`src/rtl/bolme_hakemi_pkg.sv`:
```
// Shared types and constants for the two-requester divider controller.
package bolme_paketi;

  // RISC-V M-extension divide operation codes as carried on the issue ports.
  typedef enum logic [1:0] {
    DIV  = 2'b00,
    DIVU = 2'b01,
    REM  = 2'b10,
    REMU = 2'b11
  } islem_t;

  // Controller states.
  typedef enum logic [1:0] {
    BOS    = 2'b00,
    BASLAT = 2'b01,
    BEKLE  = 2'b10,
    YANIT  = 2'b11
  } durum_t;

  localparam logic [31:0] EN_KUCUK_ISARETLI = 32'h8000_0000;
  localparam logic [31:0] EKSI_BIR          = 32'hFFFF_FFFF;

  // One-entry result cache: operand pair, signedness and both divider outputs.
  typedef struct packed {
    logic        gecerli;
    logic [31:0] a;
    logic [31:0] b;
    logic        isaretli;
    logic [31:0] bolum;
    logic [31:0] kalan;
  } onbellek_t;

  // Signed INT_MIN / -1 is the only divide whose quotient does not fit.
  function automatic logic tasma_mi(input logic isaretli,
                                    input logic [31:0] a,
                                    input logic [31:0] b);
    return isaretli && (a == EN_KUCUK_ISARETLI) && (b == EKSI_BIR);
  endfunction

endpackage

```
`src/rtl/bolme_hakemi_hakem.sv`:
```
// Two-input round-robin arbiter; the pointer moves to the loser after each grant.
module iki_girisli_hakem (
  input  logic clk,
  input  logic rst_g,
  input  logic istek0_i,
  input  logic istek1_i,
  input  logic ilerlet_i,
  output logic izin0_o,
  output logic izin1_o
);

  logic isaretci_q;
  logic isaretci_d;

  // Grant: a lone requester wins, a tie goes to the port named by the pointer.
  always_comb begin
    izin0_o    = ilerlet_i & istek0_i & (~istek1_i | ~isaretci_q);
    izin1_o    = ilerlet_i & istek1_i & (~istek0_i |  isaretci_q);
    isaretci_d = isaretci_q;
    if (izin0_o) begin
      isaretci_d = 1'b1;
    end else if (izin1_o) begin
      isaretci_d = 1'b0;
    end
  end

  // Priority pointer register, port 0 favoured out of reset.
  always_ff @(posedge clk or posedge rst_g) begin
    if (rst_g) begin
      isaretci_q <= 1'b0;
    end else begin
      isaretci_q <= isaretci_d;
    end
  end

endmodule

```
`src/rtl/bolme_hakemi.sv`:
```
// Shares one iterative divider between two issue ports, with a one-entry
// result cache so a REM after a DIV on the same operands skips the divider.
module bolme_hakemi
  import bolme_paketi::*;
#(
  parameter bit ONBELLEK_AKTIF = 1'b1
) (
  input  logic        clk,
  input  logic        rst_g,
  input  logic        i0_istek,
  input  logic [31:0] i0_a,
  input  logic [31:0] i0_b,
  input  logic [1:0]  i0_islem,
  output logic        i0_kabul,
  output logic        i0_yanit_gecerli,
  output logic [31:0] i0_sonuc,
  input  logic        i1_istek,
  input  logic [31:0] i1_a,
  input  logic [31:0] i1_b,
  input  logic [1:0]  i1_islem,
  output logic        i1_kabul,
  output logic        i1_yanit_gecerli,
  output logic [31:0] i1_sonuc,
  output logic        mesgul,
  output logic        bl_istek,
  output logic [31:0] bl_a,
  output logic [31:0] bl_b,
  output logic        bl_isaretli,
  output logic        bl_overflow,
  output logic        bl_divbyzero,
  input  logic [31:0] bl_bolum,
  input  logic [31:0] bl_kalan,
  input  logic        bl_bitti
);

  durum_t      durum_q, durum_d;
  logic [31:0] a_q, b_q, bolum_q, kalan_q;
  logic        kalan_sec_q, sahip_q, isaretli_q, tasma_q, sifir_q;
  onbellek_t   onb_q;

  logic        izin0, izin1, verildi, isabet, sec_isaretli, bitti_al;
  logic [31:0] sec_a, sec_b, secilen;
  logic [1:0]  sec_islem;

  iki_girisli_hakem u_hakem (
    .clk       (clk),
    .rst_g     (rst_g),
    .istek0_i  (i0_istek),
    .istek1_i  (i1_istek),
    .ilerlet_i (durum_q == BOS),
    .izin0_o   (izin0),
    .izin1_o   (izin1)
  );

  // Winning port's operands and the cache lookup made in the grant cycle.
  always_comb begin
    verildi      = izin0 | izin1;
    sec_a        = izin1 ? i1_a     : i0_a;
    sec_b        = izin1 ? i1_b     : i0_b;
    sec_islem    = izin1 ? i1_islem : i0_islem;
    sec_isaretli = ~sec_islem[0];
    isabet       = ONBELLEK_AKTIF && onb_q.gecerli &&
                   (onb_q.a == sec_a) && (onb_q.b == sec_b) &&
                   (onb_q.isaretli == sec_isaretli);
    bitti_al     = (durum_q == BEKLE) && bl_bitti;
  end

  // Next state and the divider start pulse.
  always_comb begin
    durum_d  = durum_q;
    bl_istek = 1'b0;
    unique case (durum_q)
      BOS:     if (verildi) durum_d = isabet ? YANIT : BASLAT;
      BASLAT:  begin bl_istek = 1'b1; durum_d = BEKLE; end
      BEKLE:   if (bl_bitti) durum_d = YANIT;
      YANIT:   durum_d = BOS;
      default: durum_d = BOS;
    endcase
  end

  // State register.
  always_ff @(posedge clk or posedge rst_g) begin
    if (rst_g) begin
      durum_q <= BOS;
    end else begin
      durum_q <= durum_d;
    end
  end

  // Operand/side-input latch on grant; result from the cache on a hit or from the divider on done.
  always_ff @(posedge clk or posedge rst_g) begin
    if (rst_g) begin
      a_q         <= '0;
      b_q         <= '0;
      kalan_sec_q <= 1'b0;
      sahip_q     <= 1'b0;
      isaretli_q  <= 1'b0;
      tasma_q     <= 1'b0;
      sifir_q     <= 1'b0;
      bolum_q     <= '0;
      kalan_q     <= '0;
    end else if (verildi) begin
      a_q         <= sec_a;
      b_q         <= sec_b;
      kalan_sec_q <= sec_islem[1];
      sahip_q     <= izin1;
      isaretli_q  <= sec_isaretli;
      tasma_q     <= tasma_mi(sec_isaretli, sec_a, sec_b);
      sifir_q     <= (sec_b == '0);
      if (isabet) begin
        bolum_q <= onb_q.bolum;
        kalan_q <= onb_q.kalan;
      end
    end else if (bitti_al) begin
      bolum_q <= bl_bolum;
      kalan_q <= bl_kalan;
    end
  end

  // Cache fill on every completed division; reset invalidates it.
  always_ff @(posedge clk or posedge rst_g) begin
    if (rst_g) begin
      onb_q <= '0;
    end else if (bitti_al) begin
      onb_q <= '{gecerli: 1'b1, a: a_q, b: b_q, isaretli: isaretli_q,
                 bolum: bl_bolum, kalan: bl_kalan};
    end
  end

  // Port-facing outputs; the result goes only to the owner port.
  always_comb begin
    i0_kabul         = izin0;
    i1_kabul         = izin1;
    mesgul           = (durum_q != BOS);
    secilen          = kalan_sec_q ? kalan_q : bolum_q;
    i0_yanit_gecerli = (durum_q == YANIT) & ~sahip_q;
    i1_yanit_gecerli = (durum_q == YANIT) &  sahip_q;
    i0_sonuc         = i0_yanit_gecerli ? secilen : '0;
    i1_sonuc         = i1_yanit_gecerli ? secilen : '0;
    bl_a             = a_q;
    bl_b             = b_q;
    bl_isaretli      = isaretli_q;
    bl_overflow      = tasma_q;
    bl_divbyzero     = sifir_q;
  end

endmodule

```
`config.mk`:
```
export PLATFORM = sky130hd
export DESIGN_NAME = bolme_hakemi
export DESIGN_NICKNAME = d
export VERILOG_FILES = /design/src/rtl/bolme_hakemi_pkg.sv /design/src/rtl/bolme_hakemi_hakem.sv /design/src/rtl/bolme_hakemi.sv
export SDC_FILE = /design/constraint.sdc
export NUM_CORES = 1
export LEC_CHECK = 0
export BUFFER_PORTS_ARGS = -buffer_cell sky130_fd_sc_hd__buf_2
export CORE_AREA = 3 3 177 179
export CTS_CLUSTER_DIAMETER = 40
export DETAILED_ROUTE_END_ITERATION = 12
export DIE_AREA = 0 0 180 182
export PLACE_DENSITY = 0.83
export SYNTH_ARGS = -nofsm -noshare
export SYNTH_HDL_FRONTEND = slang
export SYNTH_SLANG_ARGS = --single-unit
```
`constraint.sdc`:
```
create_clock -name clk -period 8.4 [get_ports clk]
set_input_delay 1.68 -clock clk [delete_from_list [all_inputs] [get_ports clk]]
set_output_delay 1.68 -clock clk [all_outputs]
set_load 0.005 [all_outputs]
```
==> results.tsv <==
metric	value	unit
status	finished clean	
rows	63	
critical_path_required	8760	ps
synth_top_area_share	44.6	%
post-route-drc-count	0	
post_cts_buffers	0	
drive_above_1_share	34.2	%
die_h	182	um
cpMaxStageDelayCell	and4_4	
tritoncts	built	
syn_nets	1736	
grt_pass1_vias	14600	
clkLatencyLatePin	540	ps
swShare	40.1	%
synth-seq-area-share	44.6	%
die_area	0.0328	mm2
critPathArrivalTime	5960	ps
post_drt_wl_per_cell	27.0	um
grt_overflow_total	0	
slew_headroom	19.9	%
start_kind	primary input	
cts.sink_count	266	
cts_root_buf	clkbuf_16	
synth.lib_cells_used.distinct	70	
p_clk_share	26.0	%
dp_hpwl	45200	um
synth_edf_count	0	
synth_top_cell_by_area	dfrtp_1	
layout.nets	2037	
min_to	bl_overflow	
yosys_most_used_dff	dfrtp_1	
slew_violations	0	
p_seq_share	34.7	%
drt_iter0_drc	1464	
initial_core_util	50.3	%
reg2reg_slack	3140	ps
min-delay-start	bl_overflow	
core	0.0297	mm2
fin_crit_sh	66.7	%
boundaryPins	338	
drtAntennaViolNets	0	
cts_hold_buf	0	
min_period	5600	ps
synth.most_common_cell	dfrtp_1	
min_path_cells	2	
route.vias.total	14200	
p_per_area	398	mW/mm2
synth_common_cells	dfrtp_1, nor2_1, mux2_2	
totalWireLength	60900	um
portBuffers	337	
numCtsBuffers	42	
rr_worst_depth	12	
via_per_inst	6.30	
setup_viol	0	
htreeDepth	2	
comb_power_share	39.4	%
ir_drop	0.000199	V
grt_setup_unrepaired	false	
area_growth	22.4	%
avgSynthCellArea	9.76	um2
r2r_end	bolum_q[30]	
fill_cells	2433	
synth_area_leaders	dfrtp_1, mux2_2, nor2_1	
path_cells	buf_2 -> and2_1 -> buf_4 -> nand2_4 -> inv_4 -> mux2i_1 -> a2111oi_0 -> nand4_1 -> nor4_1 -> and4_4 -> a221oi_1	
grtUsageTotal	36.4	%
clk_pin_slew	60	ps
synth-seq-cells	266	
max_cap_viol_count	0	
cp_max_fo	64	
drt-pass1-iter-count	7	
tightest_slew	1200	ps
fin_setup_tns	0	ps
hold_viol	0	
fmax	178	MHz
r2r-start	durum_q[1]	
slowest_delay	1080	ps
grt_pass1_wl	91300	um
antenna_found_initial	0	
setup_ws	2800	ps
clockBufferDepth	3	
synthArstFlopShare	100	%
leakage	8.52	nW
grt_max_degree	180	
switchingPower	2.91	mW
cp-end-kind	flop	
place_congestion	1.02	
p_int	4.36	mW
post-place-ws	2360	ps
path_class	in -> reg	
synthCells	1530	
hp-class	reg -> reg	
synth_area	0.0149	mm2
finClkSkew	24.5	ps
antenna_cells	0	
cts_resized	0	
die_x	180	um
yosysWarnings	0	
## placed cells by master (no fill, tap or decap), types with 4 or more instances in the layout
| cell | count |
|---|---|
| mux2_2 | 129 |
| nand4b_1 | 6 |
| and3_1 | 15 |
| nand3_1 | 32 |
| mux2i_1 | 43 |
| clkbuf_16 | 43 |
| dfrtp_1 | 265 |
| o21ai_0 | 75 |
| clkbuf_8 | 4 |
| a22oi_1 | 7 |
| buf_2 | 337 |
| bufinv_16 | 7 |
| xnor2_1 | 6 |
| nor4b_1 | 6 |
| nor4_1 | 30 |
| nand2_1 | 83 |
| nor3_1 | 9 |
| and2_1 | 13 |
| nor2b_1 | 44 |
| o2111ai_1 | 5 |
| a2111oi_0 | 19 |
| o211ai_1 | 7 |
| o31ai_1 | 8 |
| nand4_1 | 27 |
| nor2_1 | 250 |
| a211oi_1 | 6 |
| o21ai_1 | 5 |
| buf_4 | 13 |
| nand2b_1 | 17 |
| a221oi_1 | 8 |
| ha_1 | 5 |
| inv_6 | 12 |
| a221oi_2 | 60 |
| or4_1 | 8 |
| inv_1 | 100 |
| o22ai_1 | 6 |
| xor2_1 | 13 |
| a21oi_1 | 44 |
| a31oi_1 | 37 |
## power by group through the flow
| stage | combinational (mW) | sequential [mW] | clock, mW |
|---|---|---|---|
| after floorplan | 1.91 | 2.27 | 0 |
| after global placement | 2.73 | 2.46 | 0 |
| after detailed placement | 2.81 | 2.50 | 0 |
| after CTS | 2.84 | 2.49 | 1.90 |
| after global routing | 3.10 | 2.58 | 1.97 |
| final | 2.86 | 2.52 | 1.89 |
## worst max path at each step
| stage | slack [ps] | to | depth (start not counted) | from |
|---|---|---|---|---|
| 4_1_cts | 2910 | bolum_q[30] | 11 | i1_istek |
| 3_5_place_dp | 2360 | kalan_q[31] | 11 | i1_istek |
| 3_3_place_gp | 2480 | bolum_q[30] | 11 | i1_istek |
| 5_1_grt | 2580 | kalan_q[0] | 11 | i1_istek |
| 2_1_floorplan | 3210 | bl_a[0] | 1 | rst_g |
| 6_report | 2800 | bolum_q[30] | 11 | i1_istek |
## worst max-delay path, delay by kind of cell
family | cells | cell delay [ps]
AOI/OAI and AO/OA | 2 | 740
buffers and inverters | 3 | 1180
muxes | 1 | 410
and+or+nand+nor | 5 | 1880
## logic make-up after synthesis
logic type               after synthesis  synth area share [%]
flip-flops                           266                  44.6
adder cells (fa/ha/maj)                5                 0.419
AO/OA/AOI/OAI                        311                  16.8
multiplexers                         174                  12.8
buffers and inverters                196                  6.11
XOR/XNOR                              19                  1.11
AND/OR/NAND/NOR                      559                  18.2
## through the flow
stage	std cells	power, mW	cell area, um2	util, %	hold WS, ps
6_report	2253	7.27	18300	61.5	480
3_5_place_dp	2177	5.31	16700	56.4	470
5_1_grt	2253	7.65	18300	61.5	513
3_3_place_gp	2177	5.19	16700	56.4	452
2_1_floorplan	1530	4.19	14900	-	450
4_1_cts	2253	7.24	18300	61.5	485
## area by class of cell
cell class	count	area (um2)	area share, %
multi-input cells	1068	7410	40.5
clock inverters	28	404	2.21
clock buffers	48	1130	6.21
inverters	102	389	2.13
well taps	390	488	2.67
repair buffers	351	1800	9.87
flip-flops and latches	266	6660	36.4
## state kept, by name, indices dropped and copies added, names as in the netlist
| name | count |
|---|---|
| bl_a | 32 |
| bolum_q | 32 |
| kalan_q | 32 |
| bl_b | 32 |
| durum_q | 2 |
| kalan_sec_q | 1 |
| bl_divbyzero | 1 |
| bl_overflow | 1 |
| onb_q | 130 |
| sahip_q | 1 |
| u_hakem.isaretci_q | 1 |
| bl_isaretli | 1 |
## layer usage
layer	routed length [um]	track usage (%)	up-vias	part of all wire (%)
li1	-	-	6084	-
met1	22900	45.4	7012	38
met2	28900	60.9	928	47
met3	6030	8.55	179	9.9
met4	3070	15.6	0	5.0
met5	0	0	-	0
No activity file was read; power rests on OpenSTA's default activity.
